## config.mk

```make
export PLATFORM = sky130hd
export DESIGN_NAME = heartbeat_ctrl_flat
export DESIGN_NICKNAME = d
export VERILOG_FILES = /design/src/rtl/heartbeat_ctrl_pkg.sv /design/src/rtl/heartbeat_ctrl_if.sv /design/src/rtl/heartbeat_ctrl_prescaler.sv /design/src/rtl/heartbeat_ctrl.sv /design/src/flat_wrapper.sv
export SDC_FILE = /design/constraint.sdc
export NUM_CORES = 1
export LEC_CHECK = 0
export ABC_AREA = 1
export ABC_CLOCK_PERIOD_IN_PS = 2300
export BUFFER_PORTS_ARGS = -buffer_cell sky130_fd_sc_hd__buf_2
export CAP_MARGIN = 10
export CORE_ASPECT_RATIO = 1.25
export CORE_MARGIN = 2
export CORE_UTILIZATION = 50
export CTS_CLUSTER_DIAMETER = 100
export DETAILED_ROUTE_END_ITERATION = 8
export HOLD_SLACK_MARGIN = 0.12
export PLACE_DENSITY = 0.74
export SLEW_MARGIN = 5
export SYNTH_ARGS = -nofsm -noshare
export SYNTH_HDL_FRONTEND = slang
export SYNTH_HIERARCHICAL = 1
export SYNTH_SLANG_ARGS = --single-unit
```

## constraint.sdc

```tcl
create_clock -name clk -period 2.3 [get_ports clk]
set_clock_uncertainty 0.2 [all_clocks]
set_input_delay 0 -clock clk [delete_from_list [all_inputs] [get_ports clk]]
set_output_delay 0 -clock clk [all_outputs]
set_load 0.01 [all_outputs]
```

## src/rtl/heartbeat_ctrl_pkg.sv

```systemverilog
// rtl/heartbeat_ctrl_pkg.sv - shared register map, field positions and FSM encoding
package heartbeat_ctrl_pkg;

    localparam logic [1:0] REG_CTRL    = 2'd0;
    localparam logic [1:0] REG_DIV     = 2'd1;
    localparam logic [1:0] REG_PATTERN = 2'd2;
    localparam logic [1:0] REG_STATUS  = 2'd3;

    localparam int CTRL_EN      = 0;
    localparam int CTRL_MODE    = 1;
    localparam int CTRL_ONESHOT = 2;
    localparam int CTRL_LEN_LO  = 4;
    localparam int CTRL_LEN_HI  = 8;

    localparam logic [31:0] CTRL_MASK = 32'h0000_01F7;

    localparam int STAT_BUSY   = 0;
    localparam int STAT_DONE   = 1;
    localparam int STAT_IDX_LO = 8;
    localparam int STAT_CNT_LO = 16;

    typedef enum logic [1:0] {
        ST_IDLE = 2'd0,
        ST_RUN  = 2'd1,
        ST_DONE = 2'd2
    } hb_state_t;

    function automatic logic [31:0] merge_bytes(input logic [31:0] old_val,
                                                input logic [31:0] new_val,
                                                input logic [3:0]  sel);
        logic [31:0] res;
        for (int b = 0; b < 4; b++) begin
            res[8*b +: 8] = sel[b] ? new_val[8*b +: 8] : old_val[8*b +: 8];
        end
        return res;
    endfunction

    function automatic logic [31:0] status_word(input logic       busy,
                                                input logic       done,
                                                input logic [4:0] idx,
                                                input logic [7:0] count);
        return {8'h00, count, 3'b000, idx, 6'b000000, done, busy};
    endfunction

endpackage

```

## src/rtl/heartbeat_ctrl_if.sv

```systemverilog
// rtl/heartbeat_ctrl_if.sv - Wishbone slave bundle for the heartbeat sequencer
interface heartbeat_ctrl_if;

    logic        wbs_stb_i;
    logic        wbs_cyc_i;
    logic        wbs_we_i;
    logic [3:0]  wbs_sel_i;
    logic [31:0] wbs_dat_i;
    logic [31:0] wbs_adr_i;
    logic        wbs_ack_o;
    logic [31:0] wbs_dat_o;

    modport master (
        output wbs_stb_i, wbs_cyc_i, wbs_we_i, wbs_sel_i, wbs_dat_i, wbs_adr_i,
        input  wbs_ack_o, wbs_dat_o
    );

    modport slave (
        input  wbs_stb_i, wbs_cyc_i, wbs_we_i, wbs_sel_i, wbs_dat_i, wbs_adr_i,
        output wbs_ack_o, wbs_dat_o
    );

endinterface

```

## src/rtl/heartbeat_ctrl_prescaler.sv

```systemverilog
// rtl/heartbeat_ctrl_prescaler.sv - reload down-counter producing the sequencer tick
module heartbeat_prescaler #(
    parameter int DIV_WIDTH = 24
) (
    input  logic                 clk,
    input  logic                 nreset,
    input  logic                 restart,
    input  logic [DIV_WIDTH-1:0] div,
    output logic                 tick
);

    logic [DIV_WIDTH-1:0] r_cnt;

    // Restart holds the count at div, so the first tick lands div+1 cycles after release.
    always_ff @(posedge clk) begin
        if (!nreset) begin
            r_cnt <= '0;
        end else if (restart || (r_cnt == '0)) begin
            r_cnt <= div;
        end else begin
            r_cnt <= r_cnt - DIV_WIDTH'(1);
        end
    end

    assign tick = !restart && (r_cnt == '0);

endmodule

```

## src/rtl/heartbeat_ctrl.sv

```systemverilog
// rtl/heartbeat_ctrl.sv - Wishbone-configured heartbeat counter / blink-pattern sequencer
module heartbeat_ctrl
    import heartbeat_ctrl_pkg::*;
#(
    parameter logic [31:0] ADDR_BASE = 32'h3000_0000,
    parameter int          DIV_WIDTH = 24
) (
    input  logic            clk,
    input  logic            nreset,
    heartbeat_ctrl_if.slave wb,
    output logic            out,
    output logic            irq
);

    localparam logic [31:0] DIV_MASK = 32'((64'd1 << DIV_WIDTH) - 64'd1);

    logic [31:0] r_ctrl;
    logic [31:0] r_div;
    logic [31:0] r_pattern;
    logic        r_done;
    hb_state_t   r_state;
    logic [4:0]  r_idx;
    logic [7:0]  r_count;
    logic        r_ack;
    logic [31:0] r_dat;

    logic [1:0]  w_off;
    logic        w_hit;
    logic        w_req;
    logic        w_wr;
    logic        w_ctrl_wr;
    logic [31:0] w_ctrl_new;
    logic [31:0] w_div_new;
    logic [31:0] w_pattern_new;
    logic [31:0] w_rd_data;
    logic        w_en;
    logic        w_mode;
    logic        w_oneshot;
    logic [4:0]  w_len;
    logic        w_restart;
    logic        w_presc_restart;
    logic        w_tick;
    logic        w_done_set;
    logic        w_done_clr;
    hb_state_t   w_state_nx;
    logic [4:0]  w_idx_nx;
    logic [7:0]  w_count_nx;
    logic        w_unused_adr;

    assign w_off        = wb.wbs_adr_i[3:2];
    assign w_unused_adr = ^wb.wbs_adr_i[1:0];
    assign w_hit        = (wb.wbs_adr_i[31:4] == ADDR_BASE[31:4]);
    assign w_req        = wb.wbs_stb_i && wb.wbs_cyc_i && w_hit && !r_ack;
    assign w_wr         = w_req && wb.wbs_we_i;
    assign w_ctrl_wr    = w_wr && (w_off == REG_CTRL);

    assign w_ctrl_new    = merge_bytes(r_ctrl, wb.wbs_dat_i, wb.wbs_sel_i) & CTRL_MASK;
    assign w_div_new     = merge_bytes(r_div, wb.wbs_dat_i, wb.wbs_sel_i) & DIV_MASK;
    assign w_pattern_new = merge_bytes(r_pattern, wb.wbs_dat_i, wb.wbs_sel_i);

    assign w_en      = r_ctrl[CTRL_EN];
    assign w_mode    = r_ctrl[CTRL_MODE];
    assign w_oneshot = r_ctrl[CTRL_ONESHOT];
    assign w_len     = r_ctrl[CTRL_LEN_HI:CTRL_LEN_LO];

    // Changing the source or pattern length mid-run starts the sequence over.
    assign w_restart = (r_state == ST_RUN) && w_ctrl_wr &&
                       ((w_ctrl_new[CTRL_MODE] != r_ctrl[CTRL_MODE]) ||
                        (w_ctrl_new[CTRL_LEN_HI:CTRL_LEN_LO] != w_len));

    assign w_presc_restart = (r_state != ST_RUN) || w_restart;

    assign w_done_clr = w_wr && (w_off == REG_STATUS) && wb.wbs_sel_i[0] &&
                        wb.wbs_dat_i[STAT_DONE];

    heartbeat_prescaler #(
        .DIV_WIDTH(DIV_WIDTH)
    ) u_prescaler (
        .clk     (clk),
        .nreset  (nreset),
        .restart (w_presc_restart),
        .div     (r_div[DIV_WIDTH-1:0]),
        .tick    (w_tick)
    );

    always_ff @(posedge clk) begin
        if (!nreset) begin
            r_ctrl    <= '0;
            r_div     <= '0;
            r_pattern <= '0;
        end else if (w_wr) begin
            case (w_off)
                REG_CTRL:    r_ctrl    <= w_ctrl_new;
                REG_DIV:     r_div     <= w_div_new;
                REG_PATTERN: r_pattern <= w_pattern_new;
                default:     ;
            endcase
        end
    end

    always_comb begin
        w_rd_data = '0;
        case (w_off)
            REG_CTRL:    w_rd_data = r_ctrl;
            REG_DIV:     w_rd_data = r_div;
            REG_PATTERN: w_rd_data = r_pattern;
            default:     w_rd_data = status_word(r_state == ST_RUN, r_done, r_idx, r_count);
        endcase
    end

    always_ff @(posedge clk) begin
        if (!nreset) begin
            r_ack <= 1'b0;
            r_dat <= '0;
        end else begin
            r_ack <= w_req;
            r_dat <= (w_req && !wb.wbs_we_i) ? w_rd_data : '0;
        end
    end

    always_comb begin
        w_state_nx = r_state;
        w_idx_nx   = r_idx;
        w_count_nx = r_count;
        w_done_set = 1'b0;
        case (r_state)
            ST_IDLE: begin
                if (w_en) begin
                    w_state_nx = ST_RUN;
                    w_idx_nx   = '0;
                    w_count_nx = '0;
                end
            end
            ST_RUN: begin
                if (!w_en) begin
                    w_state_nx = ST_IDLE;
                end else if (w_restart) begin
                    w_idx_nx   = '0;
                    w_count_nx = '0;
                end else if (w_tick) begin
                    if (!w_mode) begin
                        w_count_nx = r_count + 8'd1;
                    end else if (r_idx == w_len) begin
                        w_idx_nx = '0;
                        if (w_oneshot) begin
                            w_state_nx = ST_DONE;
                            w_done_set = 1'b1;
                        end
                    end else begin
                        w_idx_nx = r_idx + 5'd1;
                    end
                end
            end
            ST_DONE: begin
                if (!w_en) begin
                    w_state_nx = ST_IDLE;
                end
            end
            default: w_state_nx = ST_IDLE;
        endcase
    end

    always_ff @(posedge clk) begin
        if (!nreset) begin
            r_state <= ST_IDLE;
            r_idx   <= '0;
            r_count <= '0;
            r_done  <= 1'b0;
        end else begin
            r_state <= w_state_nx;
            r_idx   <= w_idx_nx;
            r_count <= w_count_nx;
            // A completion in the same cycle as a software clear keeps the flag set.
            if (w_done_set) begin
                r_done <= 1'b1;
            end else if (w_done_clr) begin
                r_done <= 1'b0;
            end
        end
    end

    assign wb.wbs_ack_o = r_ack;
    assign wb.wbs_dat_o = r_dat;
    assign out = (r_state == ST_RUN) && (w_mode ? r_pattern[r_idx] : r_count[7]);
    assign irq = r_done;

endmodule

```

## src/flat_wrapper.sv

```systemverilog
// flat-port wrapper written by rule: the top's interface ports become plain ports
module heartbeat_ctrl_flat import heartbeat_ctrl_pkg::*;
#(
    parameter logic [31:0] ADDR_BASE = 32'h3000_0000,
    parameter int          DIV_WIDTH = 24
)
  (clk, nreset, out, irq, wb_wbs_stb_i, wb_wbs_cyc_i, wb_wbs_we_i, wb_wbs_sel_i, wb_wbs_dat_i, wb_wbs_adr_i, wb_wbs_ack_o, wb_wbs_dat_o);
  heartbeat_ctrl_if wb_i ();
  input  logic clk;
  input  logic nreset;
  output logic out;
  output logic irq;
  input wire logic [$bits(wb_i.wbs_stb_i)-1:0] wb_wbs_stb_i;
  input wire logic [$bits(wb_i.wbs_cyc_i)-1:0] wb_wbs_cyc_i;
  input wire logic [$bits(wb_i.wbs_we_i)-1:0] wb_wbs_we_i;
  input wire logic [$bits(wb_i.wbs_sel_i)-1:0] wb_wbs_sel_i;
  input wire logic [$bits(wb_i.wbs_dat_i)-1:0] wb_wbs_dat_i;
  input wire logic [$bits(wb_i.wbs_adr_i)-1:0] wb_wbs_adr_i;
  output wire logic [$bits(wb_i.wbs_ack_o)-1:0] wb_wbs_ack_o;
  output wire logic [$bits(wb_i.wbs_dat_o)-1:0] wb_wbs_dat_o;
  assign wb_i.wbs_stb_i = wb_wbs_stb_i;
  assign wb_i.wbs_cyc_i = wb_wbs_cyc_i;
  assign wb_i.wbs_we_i = wb_wbs_we_i;
  assign wb_i.wbs_sel_i = wb_wbs_sel_i;
  assign wb_i.wbs_dat_i = wb_wbs_dat_i;
  assign wb_i.wbs_adr_i = wb_wbs_adr_i;
  assign wb_wbs_ack_o = wb_i.wbs_ack_o;
  assign wb_wbs_dat_o = wb_i.wbs_dat_o;
  heartbeat_ctrl #(.ADDR_BASE(ADDR_BASE), .DIV_WIDTH(DIV_WIDTH)) u_core (.clk(clk), .nreset(nreset), .wb(wb_i), .out(out), .irq(irq));
endmodule
```

==> key figures <==
Status
  – Status: finished, final reports clean

Setup path
  – CP max stage cell: dfxtp_4
  – Worst-path fanout max: 22
  – CP dominant cell by count: o21ai_1
  – Worst path bufs/invs: 2
  – Arrival time worst endpoint: 2.01 ns
  – CP endpoint kind: output pin
  – Cell count along the critical path: 9
  – CP startpoint kind: flop
  – Worst setup path start: u_core/r_idx[0]
  – Crit path required time: 2.10 ns
  – Critical path class: flop to output pin
  – CP max stage delay: 0.37 ns
  – Reg2reg start: u_core/wb.wbs_ack_o
  – Critical path's top delay family: compound AO/OA/AOI/OAI gates
  – Crit-path cells: buf_12 -> o21ai_0 -> nand3_1 -> nand2_1 -> a21oi_2 -> o21ai_1 -> o21ai_1 -> a21oi_1 -> buf_2
  – Crit path to: out
  – Worst R2R End: u_core/r_pattern[30]
  – Worst r2r path cells: 7
  – R2R setup slack: 0.12 ns

Clock tree
  – CTS Sinks: 137
  – Root buffer cell: clkbuf_16
  – Clk_lat worst skew: ~0.42 ns
  – Clock slew at reported path FFs: 0.06 ns
  – H-tree levels: 4
  – Clk buf depth: 2
  – CTS tree: yes
  – TritonCTS buffer count: 17

Die
  – FP Rows: 48
  – Die area: 0.0150 mm²
  – Die H: 137 µm
  – CORE AREA: 0.0138 mm²
  – Die X: roughly 110 µm
  – IO Count: approximately 110
  – Initial Utilization: 0.511

STA
  – Slew Viols, Final: 0
  – Endpoints failing setup: 0
  – Worst-margin pin slew: 0.824 ns
  – WHS: 0.105 ns
  – Fmax: approximately 450 MHz
  – Endpoints failing hold: 0
  – Tmin final: approximately 2.2 ns
  – Slew HR: 0.451
  – Setup Total Neg Slack: 0 ns
  – RSZ-0062 raised after global routing: yes
  – Fin crit share: 0.962

Pwr
  – Clock power share: 0.275
  – P_leak: roughly 0.0042 µW
  – Design internal power: 5700 µW
  – Switch Pwr: roughly 4100 µW
  – Sequential share of power: 0.267
  – Pwr dens: approximately 1100 mW/mm²
  – Sw Share: 0.419
  – VDD IR max: 1170 µV
  – Comb pwr share: 0.458

Routing
  – DRC: 0
  – WL final: between 20,000 and 25,000 µm
  – WL/cell: 14.9 µm
  – Via count: 7,432
  – DRT antenna net count: 0
  – Vias/cell: 5.24
  – Drt initial violations: 594
  – DRT Pass-1 Iters: 6

Global route
  – GR Util All Layers: 0.283
  – Total grt overflow: 0
  – Antenna violations before repair: 0
  – Largest net degree at the start of global routing: 88
  – Vias in the first global route: 6,924
  – First-pass GRT wire length: about 33,000 µm

Yosys
  – #FFs+latches synth: 137
  – Distinct cells, synth: 42
  – Warnings, synthesis: 6
  – Cell Area, Synth: 0.00703 mm²
  – Synth Net Count: 1,134
  – Fraction of registers with async set or reset after synthesis: 0
  – Post-Syn Instances: 1,057
  – Top FF cell, synth: dfxtp_1
  – Post-synth EDFFs: 0
  – Syn_area_per_cell: about 6.7 µm²
  – Sequential share of the synthesized area: 0.390

Final layout
  – Layout cell share with drive strength beyond 1: 0.187
  – Register Area: 0.00276 mm²
  – N_diodes: 0
  – Nets: approximately 1,300
  – Synthesis-to-finish area growth: 29.8%
  – Fillcell total: 1,174
  – Footprint of the multi-input gates: 0.00368 mm²

Job
  – # Max-Cap Violations: 0

Min path
  – Worst Hold Class: input pin to flop
  – Hold_sp: wb_wbs_adr_i[4]

Place
  – RePlAce Congestion: between 0.9 and 1
  – IO Port Bufs: 105
  – Detail Placement HPWL: about 13,000 µm
-- synth_stat cells (8+ instances only) --
| master | count | area [µm²] |
|---|---|---|
| a31oi_1 | 14 | 87.6 |
| clkbuf_1 | 26 | 97.6 |
| xor2_1 | 12 | 105 |
| nor2_1 | 166 | 623 |
| o22ai_1 | 10 | 62.6 |
| inv_1 | 137 | 514 |
| nand2_1 | 233 | 875 |
| dfxtp_1 | 137 | 2740 |
| o21ai_0 | 77 | 385 |
| nor3_1 | 17 | 85.1 |
| nand3_1 | 52 | 260 |
| nor2_2 | 14 | 87.6 |
| buf_2 | 8 | 40.0 |
| nand4_1 | 11 | 68.8 |
| a21oi_1 | 77 | 385 |
| o21a_1 | 16 | 120 |
-- registers in the layout, summed over array words and instances, names as in the netlist --
signal                    cells
u_core/r_pattern             32
u_core/wb.wbs_dat_o          32
u_core/r_div                 24
u_core/u_prescaler/r_cnt     24
u_core/r_count                8
u_core/r_ctrl                 8
u_core/r_idx                  5
u_core/r_state                2
u_core/irq                    1
u_core/wb.wbs_ack_o           1
-- metrics by stage --
stage	instances	total power [µW]	util	cell area [µm²]	setup slack, ns
final	1418	9810	0.664	9130	0.0879
after CTS	1406	9690	0.646	8890	0.0396
after global placement	1320	6920	0.564	7750	0.148
after floorplan	1057	5950	-	7040	0.0250
after detailed placement	1320	6950	0.564	7750	0.0698
after global routing	1418	10500	0.664	9130	-0.0573
-- cells in the final DEF (no fill, tap or decap), types with 3 or more instances in the layout --
cell           count
dlygate4sd3_1     53
o21ai_0           75
xor2_1            12
dfxtp_1          129
buf_2            105
nor3_1            16
xnor2_1            3
o22ai_1           10
nor2_1           164
buf_4             30
dfxtp_4            3
nand4_1           11
clkinv_4           3
inv_1            134
clkinv_2           4
nor3_4             4
nand2_2            4
nand3_4            4
dfxtp_2            5
ha_1               4
nor2_2            16
nand2_1          232
a21oi_1           74
clkbuf_16         17
clkinvlp_4         5
a31oi_1           11
a21oi_2            5
a31oi_2            3
o21a_1            16
nand3_1           49
nand3_2            3
buf_12             3
nand3b_1           4
-- worst min-delay path: cells and delay by family --
| family | cells | cell delay, ns |
|---|---|---|
| AND/OR/NAND/NOR | 5 | 0.29 |
| buffers and inverters | 2 | 0.26 |
| AO/OA/AOI/OAI | 1 | 0.13 |
-- worst min-delay path by stage --
stage,end,slack (ns),cells past startpoint
4_1_cts,u_core/r_ctrl[5],0.15,8
5_1_grt,u_core/r_ctrl[1],0.13,8
2_1_floorplan,u_core/r_div[0],-0.08,1
3_5_place_dp,u_core/r_pattern[25],0.04,3
3_3_place_gp,u_core/r_pattern[3],0.03,2
6_report,u_core/r_ctrl[1],0.10,8
-- cell type report --
type | count | share of cell area
multi-input combinational | 742 | 0.403
sequential | 137 | 0.302
timing repair buffer | 192 | 0.148
inverter | 140 | 0.0585
clock buffer | 20 | 0.0500
tap | 175 | 0.0240
clock inverter | 11 | 0.0136
timing repair inverter | 1 | 0.000548
-- power groups by stage --
stage	registers, µW	logic [µW]	clock network, µW
floorplan	2640	3310	0
global placement	2670	4250	0
detailed placement	2660	4280	0
CTS	2620	4370	2710
global route	2630	5070	2820
finish	2610	4500	2700
-- routing by layer --
layer | global-route usage | part of all wire
met1 | 0.337 | 0.40
met2 | 0.495 | 0.50
met3 | 0.0519 | 0.060
met5 | 0 | 0
met4 | 0.115 | 0.037
-- logic make-up after synthesis --
group / share of synthesized area
DFF: 0.390
AOI/OAI and AO/OA: 0.163
adders and majority gates: 0.00712
buffers and inverters: 0.105
xor gates and xnor gates: 0.0187
and+or+nand+nor: 0.317
-- timing repair --
| action | 4_1_cts | 5_1_grt |
|---|---|---|
| hold buffers | 53 | 0 |
| cloned | 0 | 3 |
| pin swaps | 0 | 6 |
| setup buffers | 2 | 9 |
| endpoints found under the hold margin | 113 | 0 |
| gates resized for setup | 4 | 35 |
| endpoints found under the setup margin | 1 | 53 |
(Power assumes the default switching activity.)
